**config.mk**
```make
export PLATFORM = sky130hd
export DESIGN_NAME = fifo_reader
export DESIGN_NICKNAME = d
export VERILOG_FILES = /design/src/rtl/fifo_reader.sv
export SDC_FILE = /design/constraint.sdc
export NUM_CORES = 1
export LEC_CHECK = 0
export CORE_MARGIN = 2
export CORE_UTILIZATION = 40
export CTS_BUF_LIST = sky130_fd_sc_hd__clkbuf_4 sky130_fd_sc_hd__clkbuf_8
export DETAILED_ROUTE_END_ITERATION = 6
export PLACE_DENSITY_LB_ADDON = 0.12
export REMOVE_ABC_BUFFERS = 1
export SETUP_SLACK_MARGIN = 0.15
export SLEW_MARGIN = 20
export SYNTH_ARGS = -nofsm -noshare
export SYNTH_HDL_FRONTEND = slang
export SYNTH_SLANG_ARGS = --single-unit
export TNS_END_PERCENT = 5
```
**constraint.sdc**
```tcl
create_clock -name clk -period 2.01 [get_ports clk]
set_input_delay 0.402 -clock clk [delete_from_list [all_inputs] [get_ports clk]]
set_output_delay 0.402 -clock clk [all_outputs]
set_load 0.005 [all_outputs]
```
**src/rtl/fifo_reader.sv**
```systemverilog
//------------------------------------------------------------------------------
// Module   : fifo_reader
// Brief    : Drains an upstream FIFO into a 2-entry output buffer with a
//            valid/ready interface. Bursting starts once the FIFO rises above
//            its almost-empty threshold. Optional idle timeout drain is
//            enabled by defining FIFO_READER_TIMEOUT_EN.
// Revision : 1.0 - initial release
//------------------------------------------------------------------------------
`timescale 1ns/1ps
`default_nettype none

module fifo_reader #(
    parameter int WORD_SIZE = 12,
    parameter int TIMEOUT   = 8
) (
    input  logic                 clk,
    input  logic                 reset,
    input  logic                 fifo_empty,
    input  logic                 almost_empty,
    input  logic [WORD_SIZE-1:0] fifo_data_out,
    output logic                 fifo_rd,
    input  logic                 ready_in,
    output logic                 valid_out,
    output logic [WORD_SIZE-1:0] data_out,
    output logic [15:0]          word_count,
    output logic                 busy
);

    typedef enum logic [0:0] {
        S_IDLE  = 1'b0,
        S_BURST = 1'b1
    } state_t;

    state_t                 r_state;
    state_t                 w_state_nxt;
    logic [1:0]             r_occ;
    logic                   r_rd_q;
    logic [WORD_SIZE-1:0]   r_buf0;
    logic [WORD_SIZE-1:0]   r_buf1;
    logic [15:0]            r_word_count;

    logic                   w_pop;
    logic [1:0]             w_occ_after_pop;
    logic [2:0]             w_level;
    logic                   w_wr_slot0;
    logic                   w_start;

    generate
        if (TIMEOUT < 1 || TIMEOUT > 15) begin : g_timeout_range_check
            $error("fifo_reader: TIMEOUT must be in 1..15");
        end
    endgenerate

    assign valid_out       = (r_occ != 2'd0);
    assign data_out        = r_buf0;
    assign busy            = (r_state == S_BURST);
    assign word_count      = r_word_count;
    assign w_pop           = valid_out & ready_in;
    assign w_occ_after_pop = r_occ - {1'b0, w_pop};
    assign w_wr_slot0      = (w_occ_after_pop == 2'd0);

    // Occupancy once this edge's pop and in-flight word have settled; a new
    // read is only safe if that leaves room for the word it will return.
    assign w_level = {1'b0, w_occ_after_pop} + {2'b00, r_rd_q};
    assign fifo_rd = (r_state == S_BURST) & ~fifo_empty & (w_level <= 3'd1);

`ifdef FIFO_READER_TIMEOUT_EN
    localparam logic [3:0] c_TIMEOUT_LAST = 4'(TIMEOUT - 1);

    logic [3:0] r_tmo_cnt;
    logic       w_tmo_count;
    logic       w_tmo_hit;

    assign w_tmo_count = (r_state == S_IDLE) & ~fifo_empty & almost_empty;
    assign w_tmo_hit   = w_tmo_count & (r_tmo_cnt == c_TIMEOUT_LAST);
    assign w_start     = (~fifo_empty & ~almost_empty) | w_tmo_hit;

    always_ff @(posedge clk or negedge reset) begin
        if (!reset) begin
            r_tmo_cnt <= 4'd0;
        end else if (w_tmo_count && !w_tmo_hit) begin
            r_tmo_cnt <= r_tmo_cnt + 4'd1;
        end else begin
            r_tmo_cnt <= 4'd0;
        end
    end
`else
    assign w_start = ~fifo_empty & ~almost_empty;
`endif

    always_comb begin
        w_state_nxt = r_state;
        case (r_state)
            S_IDLE: begin
                if (w_start) begin
                    w_state_nxt = S_BURST;
                end
            end
            S_BURST: begin
                if (fifo_empty && !fifo_rd) begin
                    w_state_nxt = S_IDLE;
                end
            end
            default: w_state_nxt = S_IDLE;
        endcase
    end

    always_ff @(posedge clk or negedge reset) begin
        if (!reset) begin
            r_state <= S_IDLE;
        end else begin
            r_state <= w_state_nxt;
        end
    end

    // In-flight word lands behind whatever survives this edge's pop.
    always_ff @(posedge clk or negedge reset) begin
        if (!reset) begin
            r_rd_q       <= 1'b0;
            r_occ        <= 2'd0;
            r_buf0       <= '0;
            r_buf1       <= '0;
            r_word_count <= 16'd0;
        end else begin
            r_rd_q <= fifo_rd;
            r_occ  <= w_occ_after_pop + {1'b0, r_rd_q};
            if (w_pop) begin
                r_buf0       <= r_buf1;
                r_word_count <= r_word_count + 16'd1;
            end
            if (r_rd_q) begin
                if (w_wr_slot0) begin
                    r_buf0 <= fifo_data_out;
                end else begin
                    r_buf1 <= fifo_data_out;
                end
            end
        end
    end

endmodule

`default_nettype wire
```
; Word-level counts from Yosys, hierarchy flattened
; Index checks and enable logic that the tools add are counted.
[op_classes]
add_sub_neg = 4
order_cmp = 1
muxes = 6
bitwise_logic = 8
n_reduce_logical = 5
[ops]
columns = operator, count
row1 = $mux 12, 3
row2 = $add 16x1->16 const B, 1
row3 = $and 1x1->1, 4
row4 = $not 1->1, 4
row5 = $add 2x1->3, 1
row6 = $le 3x1->1 const B, 1
row7 = $add 2x1->2, 1
row8 = $logic_not 2->1, 1
row9 = $mux 1, 2
row10 = $pmux 1 s2, 1
row11 = $reduce_and 2->1, 1
row12 = $reduce_bool 2->1, 1
row13 = $sub 2x1->2, 1
row14 = $logic_and 1x1->1, 1
row15 = $logic_not 1->1, 1
[word_totals]
regBits = 44
inputBits = 17
output_inout_bits = 31
elab_cells = 30

; Depth between registers and ports, before layout
; Gate-level depths: netlist of the first run.
[logic_depth]
depth_word = 10
depth_mapped = 7
ltp_nobuf = 7

; Worst setup path after synthesis of the first run
; OpenSTA, ideal clock, no wires.
[synth_timing]
kind = register to output
start = register r_occ[0]
end = output port fifo_rd
t_arrival_ns = 1.204
setup_slack_ns = 0.404
path_stages_with_launch = 8
path_cell_list = dfrtp_1 nor2b_1 a21o_1 ha_1 inv_1 ha_1 nand2_1 nor2_1
[synth_via]
elab_chain_len = 6
[synth_lines]
columns = item, line_no
row1 = from (decl), 36  ; logic [1:0] r_occ;
row2 = from (signal assigned), 126  ; r_occ <= w_occ_after_pop + {1'b0, r_rd_q};
row3 = $reduce_bool 2->1, 54  ; assign valid_out = (r_occ != 2'd0);
row4 = $and 1x1->1, 58  ; assign w_pop = valid_out & ready_in;
row5 = $sub 2x1->2 (*), 59  ; assign w_occ_after_pop = r_occ - {1'b0, w_pop};
row6 = $add 2x1->3 (*), 64  ; assign w_level = {1'b0, w_occ_after_pop} + {2'b00, r_rd_q};
row7 = $le 3x1->1 (*), 65  ; assign fifo_rd = (r_state == S_BURST) & ~fifo_empty & (w_level <= 3'd1);
row8 = $and 1x1->1 (*), 65
row9 = to (decl), 21  ; output logic fifo_rd,
; Every way passes the cells marked *; elsewhere a longest branch is shown, timed or not.

; Worst setup path after layout of the first run
[layout_timing]
start = input port ready_in
end = output port fifo_rd
[layout_via]
elab_chain_len = 5
[layout_lines]
columns = item, line_no
row1 = from (decl), 22  ; input logic ready_in,
row2 = $and 1x1->1, 58
row3 = $sub 2x1->2, 59
row4 = $add 2x1->3, 64
row5 = $le 3x1->1, 65
row6 = $and 1x1->1, 65
; Every way passes these cells.

==> results.py, run 1 <==
metrics = {
    "outcome": {
        "run_status": "finished, final reports clean",
    },
    "drt": {
        "drt_iter0_markers": 39,
        "post_drt_wl_per_cell_um": 13.63,
        "detailedRoute.firstPassIterationCount": 4,
        "drt-total-wl_um": 3599,
        "viasPerCell": 5.083,
        "num_vias": 1342,
        "detail-route-antenna-nets": 0,
        "detailed_route_drc_error_count": 0,
    },
    "sta": {
        "fin_crit_ns": 2.001,
        "slew-limit-headroom_pct": 61.78,
        "setup_ws_ns": 0.008985,
        "slew_viol_final": 0,
        "max_slew.worst_pin.slew_ns": 0.5733,
        "setup_repair_after_global_routing_missed_its_margin": "yes",
        "fin_clk_skew_ns": 0.003012,
        "final-setup-viol-count": 0,
        "fin_setup_tns_ns": 0,
        "achievable-frequency_mhz": 499.7,
        "final_period_utilization_pct": 99.55,
        "final-hold-violation-count": 0,
    },
    "die": {
        "effective_utilization_at_floorplan_pct": 42.35,
        "core_sq_um": 4414,
        "die_area_sq_um": 5236,
        "io-pin-count": 48,
        "placement_rows": 24,
        "die_w_um": 72.36,
        "fp.dieH_um": 72.36,
    },
    "global_route": {
        "grt_pass1_vias": 1373,
        "grt_pass1_wl_um": 6099,
        "largest_net_degree_at_the_start_of_global_routing": 28,
        "antenna_found_initial": 0,
        "grt.total_usage_pct": 15.35,
        "grt_overflow_total": 0,
    },
    "synthesis": {
        "synth_area_leader_cell": "dfrtp_1",
        "synth-warning-count": 0,
        "synthesized_netlist_cell_count": 150,
        "synth.distinct_cells": 27,
        "ys_seq_area_share_pct": 58.90,
        "largest_cells_by_area_after_synthesis": "dfrtp_1, mux2i_1, mux2_1, xnor2_1, nand2_1",
        "synth_async_sr_flop_share_pct": 100.0,
        "synthesis.area_per_instance_sq_um": 12.46,
        "post-synth-top-area-fraction_pct": 58.90,
        "dominantRegCellSynth": "dfrtp_1",
        "synth-seq-cells": 44,
        "post_synth_most_frequent_cells": "dfrtp_1, nand2_1, o21ai_1",
        "syn-cell-area_sq_um": 1869,
        "most_numerous_cell_in_the_yosys_netlist": "dfrtp_1",
        "synth_edf_count": 0,
    },
    "pwr": {
        "p_int_mw": 2.062,
        "clockPowerShare_pct": 20.4,
        "power.density_nw_per_um2": 1089,
        "net-switching-power_uw": 774.5,
        "combinational_cell_fraction_of_total_power_pct": 31.5,
        "power.leakage_nw": 1.211,
        "seqPwrFrac_pct": 48.1,
        "totalPowerFinal_mw": 2.837,
        "power_switching_share_pct": 27.30,
        "max_vdd_drop_v": 0.0007177,
    },
    "critical_path": {
        "cp.buffers_inverters": 3,
        "worst-path-max-fanout": 3,
        "cp_cell_sequence": "clkdlybuf4s15_1, nor2b_2, a21o_1, ha_2, inv_2, ha_4, nand2_2, nor2_4, buf_6",
        "worstRegToRegCells": 5,
        "cp_data_required_time_ns": 1.61,
        "r2r-start": "r_occ[0]",
        "setup.reg_to_reg.worst_slack_ns": 0.52,
        "criticalPathCategory": "in2out",
        "worst_setup_path_end_kind": "output port",
        "slowest_stage_cell_on_the_critical_path": "clkdlybuf4s15_1",
        "timing.critical_path.max_delay_family": "buffers and inverters",
        "worst_ep_arrival_time_ns": 1.60,
        "setup.worst_path.start": "ready_in",
        "startpoint_type": "primary input",
        "worst_path_largest_cell_delay_ns": 0.23,
        "critical_path_depth": 9,
        "crit-reg2reg-capture": "r_buf1[5]",
    },
    "placed_design": {
        "dpl_worst_slack_ns": -0.6507,
        "io_buffer_count": 47,
        "detailed_place_hpwl_um": 2668,
        "routabilityCongestion": 0.7086,
        "postPlaceCellArea_sq_um": 2465,
    },
    "layout": {
        "syn_to_final_growth_pct": 39.36,
        "antenna_cells_inserted": 0,
        "final_area_sq_um": 2605,
        "finalNetCount": 231,
        "drive_gt1_share_pct": 16.51,
        "layout.filler_cells": 359,
    },
    "clock_tree": {
        "cts.sink_count": 44,
        "cts.root.buffer_cell": "clkbuf_8",
        "cts.reportedPaths.clkPinSlew_ns": 0.07,
        "clock_tree.buffer_depth": 2,
        "h-tree-depth": 2,
        "source_to_sink_clock_delay_at_the_later_pin_of_the_worst_skew_pair_ns": 0.29,
        "cts_made_buffers": 5,
        "tritoncts": "yes",
    },
    "flow_run": {
        "cap_viol_max_count": 0,
    },
    "min_path": {
        "worst_hold_path_type": "in2async",
    },
}
[routing by layer]
metal / routed length (um) / global-route usage (%) / up-vias / share of wire, %
met5: 0 / 0 / - / 0
met4: 74 / 6.499 / 0 / 2.1
met3: 167 / 4.583 / 7 / 4.6
met2: 1963 / 27.83 / 36 / 55
met1: 1393 / 16.47 / 662 / 39
li1: - / - / 637 / -
[flip-flops by register name, indices dropped and copies added (netlist names)]
register,flops
r_rd_q,1
busy,1
word_count,16
data_out,12
r_occ,2
r_buf1,12
[stage by stage]
step	instances	hold WS (ns)	util (%)
final	264	0.09902	59.01
after global placement	255	0.4196	55.84
after floorplan	146	0.1064	-
after global routing	264	0.1518	59.01
after CTS	263	0.1182	58.59
after detailed placement	255	0.4366	55.84
[placed cells by master (no fill, tap or decap), types with 2 or more instances in the layout]
cell,Yosys,routed
buf_4,1,10
o21ai_1,13,13
clkdlybuf4s50_1,0,43
mux2i_1,12,12
nand2_1,19,18
mux2_2,3,3
nor2_1,4,3
clkbuf_4,0,2
xor2_1,3,3
and4_1,2,2
mux2_1,10,10
xnor2_1,12,12
nand3_1,4,4
dfrtp_1,44,44
clkbuf_8,0,6
nand4_1,3,3
[layout make-up]
type	count	area, sq um	area share, %
timing repair buffer	58	560.5	21.52
tap	52	65.06	2.498
clock buffer	8	97.59	3.746
multi-input combinational	100	773.2	29.68
inverter	2	7.507	0.2882
sequential	44	1101	42.27
[worst reg2reg max path, cell delays in order (launching register included)]
cell	delay, ns
dfrtp_1	0.41
nor2b_4	0.14
buf_4	0.13
o21ai_1	0.11
buf_4	0.23
mux2_2	0.36
[worst max path at each step]
stage,end
final,fifo_rd
after global placement,fifo_rd
after detailed placement,fifo_rd
after CTS,fifo_rd
after global routing,fifo_rd
after floorplan,word_count[7]
[kinds of logic (layout without fill, tap and decap cells)]
group | Yosys count | after routing | share of synthesized area [%]
simple gates | 40 | 40 | 11.18
mux | 25 | 25 | 14.26
flops | 44 | 44 | 58.90
fa+ha+maj | 3 | 3 | 2.008
buf+inv | 6 | 68 | 1.606
compound gates | 17 | 17 | 5.020
xor+xnor | 15 | 15 | 7.028
[what timing repair did]
action | 4_1_cts | 5_1_grt
hold buffers | 0 | 0
endpoints found under the setup margin | 2 | 1
setup buffers | 0 | 1
pin swaps | 1 | 1
resized for setup | 16 | 2
[power groups by stage]
stage                     combinational, mW  sequential [mW]  clock [mW]
after floorplan                       0.375             1.37           0
after global placement                0.869             1.37           0
after detailed placement              0.898             1.38           0
after CTS                             0.907             1.37       0.594
after global routing                  0.985             1.40       0.640
final                                 0.893             1.37       0.578
Note: power is estimated with default switching activity, not from simulation.
==> run 2, diff against run 1 <==
--- a/config.mk
+++ b/config.mk
@@ -5,6 +5,7 @@
 export SDC_FILE = /design/constraint.sdc
 export NUM_CORES = 1
 export LEC_CHECK = 0
+export ABC_CLOCK_PERIOD_IN_PS = 2009
 export CORE_MARGIN = 2
 export CORE_UTILIZATION = 40
 export CTS_BUF_LIST = sky130_fd_sc_hd__clkbuf_4 sky130_fd_sc_hd__clkbuf_8
==> constraint.sdc (replaced) <==
create_clock -name clk -period 2.01 [get_ports clk]
set_input_delay 0.402 -clock clk [delete_from_list [all_inputs] [get_ports clk]]
set_output_delay 0.402 -clock clk [all_outputs]
set_load 0.01 [all_outputs]
==> results.py, run 2 (synthesis gave the netlist of run 1 again) <==
metrics = {
    "flow_run": {
        "cap_viol_max_count": 0,
    },
    "die": {
        "io-pin-count": 48,
        "placement_rows": 24,
        "fp.dieH_um": 72.36,
        "die_area_sq_um": 5236,
        "die_w_um": 72.36,
        "core_sq_um": 4414,
        "effective_utilization_at_floorplan_pct": 42.35,
    },
    "pwr": {
        "totalPowerFinal_mw": 2.912,
        "max_vdd_drop_v": 0.0007535,
        "power.leakage_nw": 1.210,
        "power.density_nw_per_um2": 1117,
    },
    "clock_tree": {
        "cts.root.buffer_cell": "clkbuf_8",
        "cts-hold-fix-buffers": 0,
        "cts.reportedPaths.clkPinSlew_ns": 0.08,
        "h-tree-depth": 2,
        "source_to_sink_clock_delay_at_the_later_pin_of_the_worst_skew_pair_ns": 0.29,
        "tritoncts": "yes",
        "cts_made_buffers": 5,
        "clock_tree.buffer_depth": 2,
        "cts.sink_count": 44,
    },
    "drt": {
        "detailed_route_drc_error_count": 0,
        "detail-route-antenna-nets": 0,
        "viasPerCell": 5.064,
        "post_drt_wl_per_cell_um": 14.05,
        "detailedRoute.firstPassIterationCount": 4,
        "num_vias": 1337,
        "drt-total-wl_um": 3708,
        "drt_iter0_markers": 65,
    },
    "critical_path": {
        "worst-path-max-fanout": 3,
        "startpoint_type": "flip-flop",
        "setup.worst_path.start": "r_occ[0]",
        "cp_data_required_time_ns": 1.61,
        "worst_setup_path_end_kind": "output port",
        "r2r-start": "r_occ[0]",
        "worst_ep_arrival_time_ns": 1.61,
        "criticalPathCategory": "reg2out",
    },
    "sta": {
        "holdWs_ns": 0.1017,
        "max_slew.worst_pin.slew_ns": 0.5759,
        "fin_crit_ns": 2.008,
        "setup_ws_ns": 0.001916,
        "final_period_utilization_pct": 99.90,
        "slew-limit-headroom_pct": 61.60,
        "setup_repair_after_global_routing_missed_its_margin": "yes",
        "slew_viol_final": 0,
        "fin_clk_skew_ns": 0.004180,
        "final-setup-viol-count": 0,
        "achievable-frequency_mhz": 498.0,
        "final-hold-violation-count": 0,
    },
    "global_route": {
        "antenna_found_initial": 0,
        "grt_overflow_total": 0,
        "globalRoute.busiestLayer": "met2",
        "grt.total_usage_pct": 16.23,
        "grt_pass1_vias": 1430,
        "globalRouteMet3Util_pct": 5.417,
        "largest_net_degree_at_the_start_of_global_routing": 28,
        "gr-usage-met2_pct": 29.46,
        "grt_pass1_wl_um": 6423,
        "grtUsageMet1_pct": 16.82,
    },
    "min_path": {
        "worst_hold_path_type": "in2async",
    },
    "layout": {
        "most-common-layout-cells": "dfrtp_1, clkdlybuf4s50_1, nand2_1, o21ai_1",
        "syn_to_final_growth_pct": 39.49,
        "mostFrequentLayoutCell": "dfrtp_1",
        "fin_cells": 264,
        "largest_register_ffs": 16,
        "final_area_sq_um": 2608,
        "drive_gt1_share_pct": 16.98,
        "finalNetCount": 231,
        "antenna_cells_inserted": 0,
    },
    "placed_design": {
        "detailed_place_hpwl_um": 2666,
        "routabilityCongestion": 0.7085,
        "placed_cells": 255,
        "dpl_worst_slack_ns": -0.6683,
        "io_buffer_count": 47,
        "postPlaceCellArea_sq_um": 2465,
    },
    "outcome": {
        "run_status": "finished, final reports clean",
    },
}
run 2: cell types whose count changed in the layout (fill, tap and decap cells not counted), sizes merged:
cell | before | now
clkdlybuf4s15 | 1 | 2
dlygate4sd2 | 1 | 0
run 2: per-layer routing:
layer / up-vias / routed length [um]
met3: 6 / 192
met4: 0 / 74
met1: 656 / 1431
met5: - / 0
li1: 637 / -
met2: 38 / 2008
run 2: what timing repair did:
| item | 4_1_cts | 5_1_grt |
|---|---|---|
| setup buffers | 0 | 1 |
| pin swaps | 1 | 1 |
| endpoints found under the hold margin | 0 | 0 |
| setup endpoints to repair | 2 | 2 |
| gates resized for setup | 17 | 3 |
run 2: stage by stage:
stage	setup TNS (ns)	util (%)
after global routing	-0.07431	59.07
after floorplan	0	-
after global placement	-0.5975	55.84
after CTS	-0.03294	58.62
after detailed placement	-0.6683	55.84
final	0	59.07
run 2: area by class of cell:
cell class,count,area (sq um)
fill,358,1807
sequential,44,1101
multi-input combinational,100,773.2
timing repair buffer,58,563.0
clock buffer,8,97.59
tap,52,65.06
inverter,2,7.507
run 2: critical path: stages (launching register included):
cell and delay [ns]:
dfrtp_1 0.41, nor2b_4 0.14, a21o_1 0.15, ha_2 0.17, inv_2 0.06, ha_4 0.12
nand2_2 0.05, nor2_4 0.10, buf_6 0.11
run 2: worst paths after layout:
path                             endpoint  slack, ns  cells after the start
setup / recovery                  fifo_rd      0.002                      8
min in group clk           word_count[15]       0.47                      1
setup reg to reg                r_buf1[5]       0.38                      6
hold / removal              word_count[2]       0.10                      1
max in group asynchronous       r_buf1[1]       1.24                      2
hold reg to reg            word_count[15]       0.47                      1
run 2: where the power goes:
part           internal (mW)  switching, mW
combinational          0.583          0.388
clock                  0.307          0.268
sequential              1.18          0.187
total                   2.07          0.843
==> run 3, diff against run 2 <==
--- a/config.mk
+++ b/config.mk
@@ -9,6 +9,7 @@
 export CORE_MARGIN = 2
 export CORE_UTILIZATION = 40
 export CTS_BUF_LIST = sky130_fd_sc_hd__clkbuf_4 sky130_fd_sc_hd__clkbuf_8
+export CTS_CLUSTER_DIAMETER = 80
 export DETAILED_ROUTE_END_ITERATION = 6
 export PLACE_DENSITY_LB_ADDON = 0.12
 export REMOVE_ABC_BUFFERS = 1
==> results of run 3 <==
No change in the layout: final DEF, timing and power equal those of run 2.
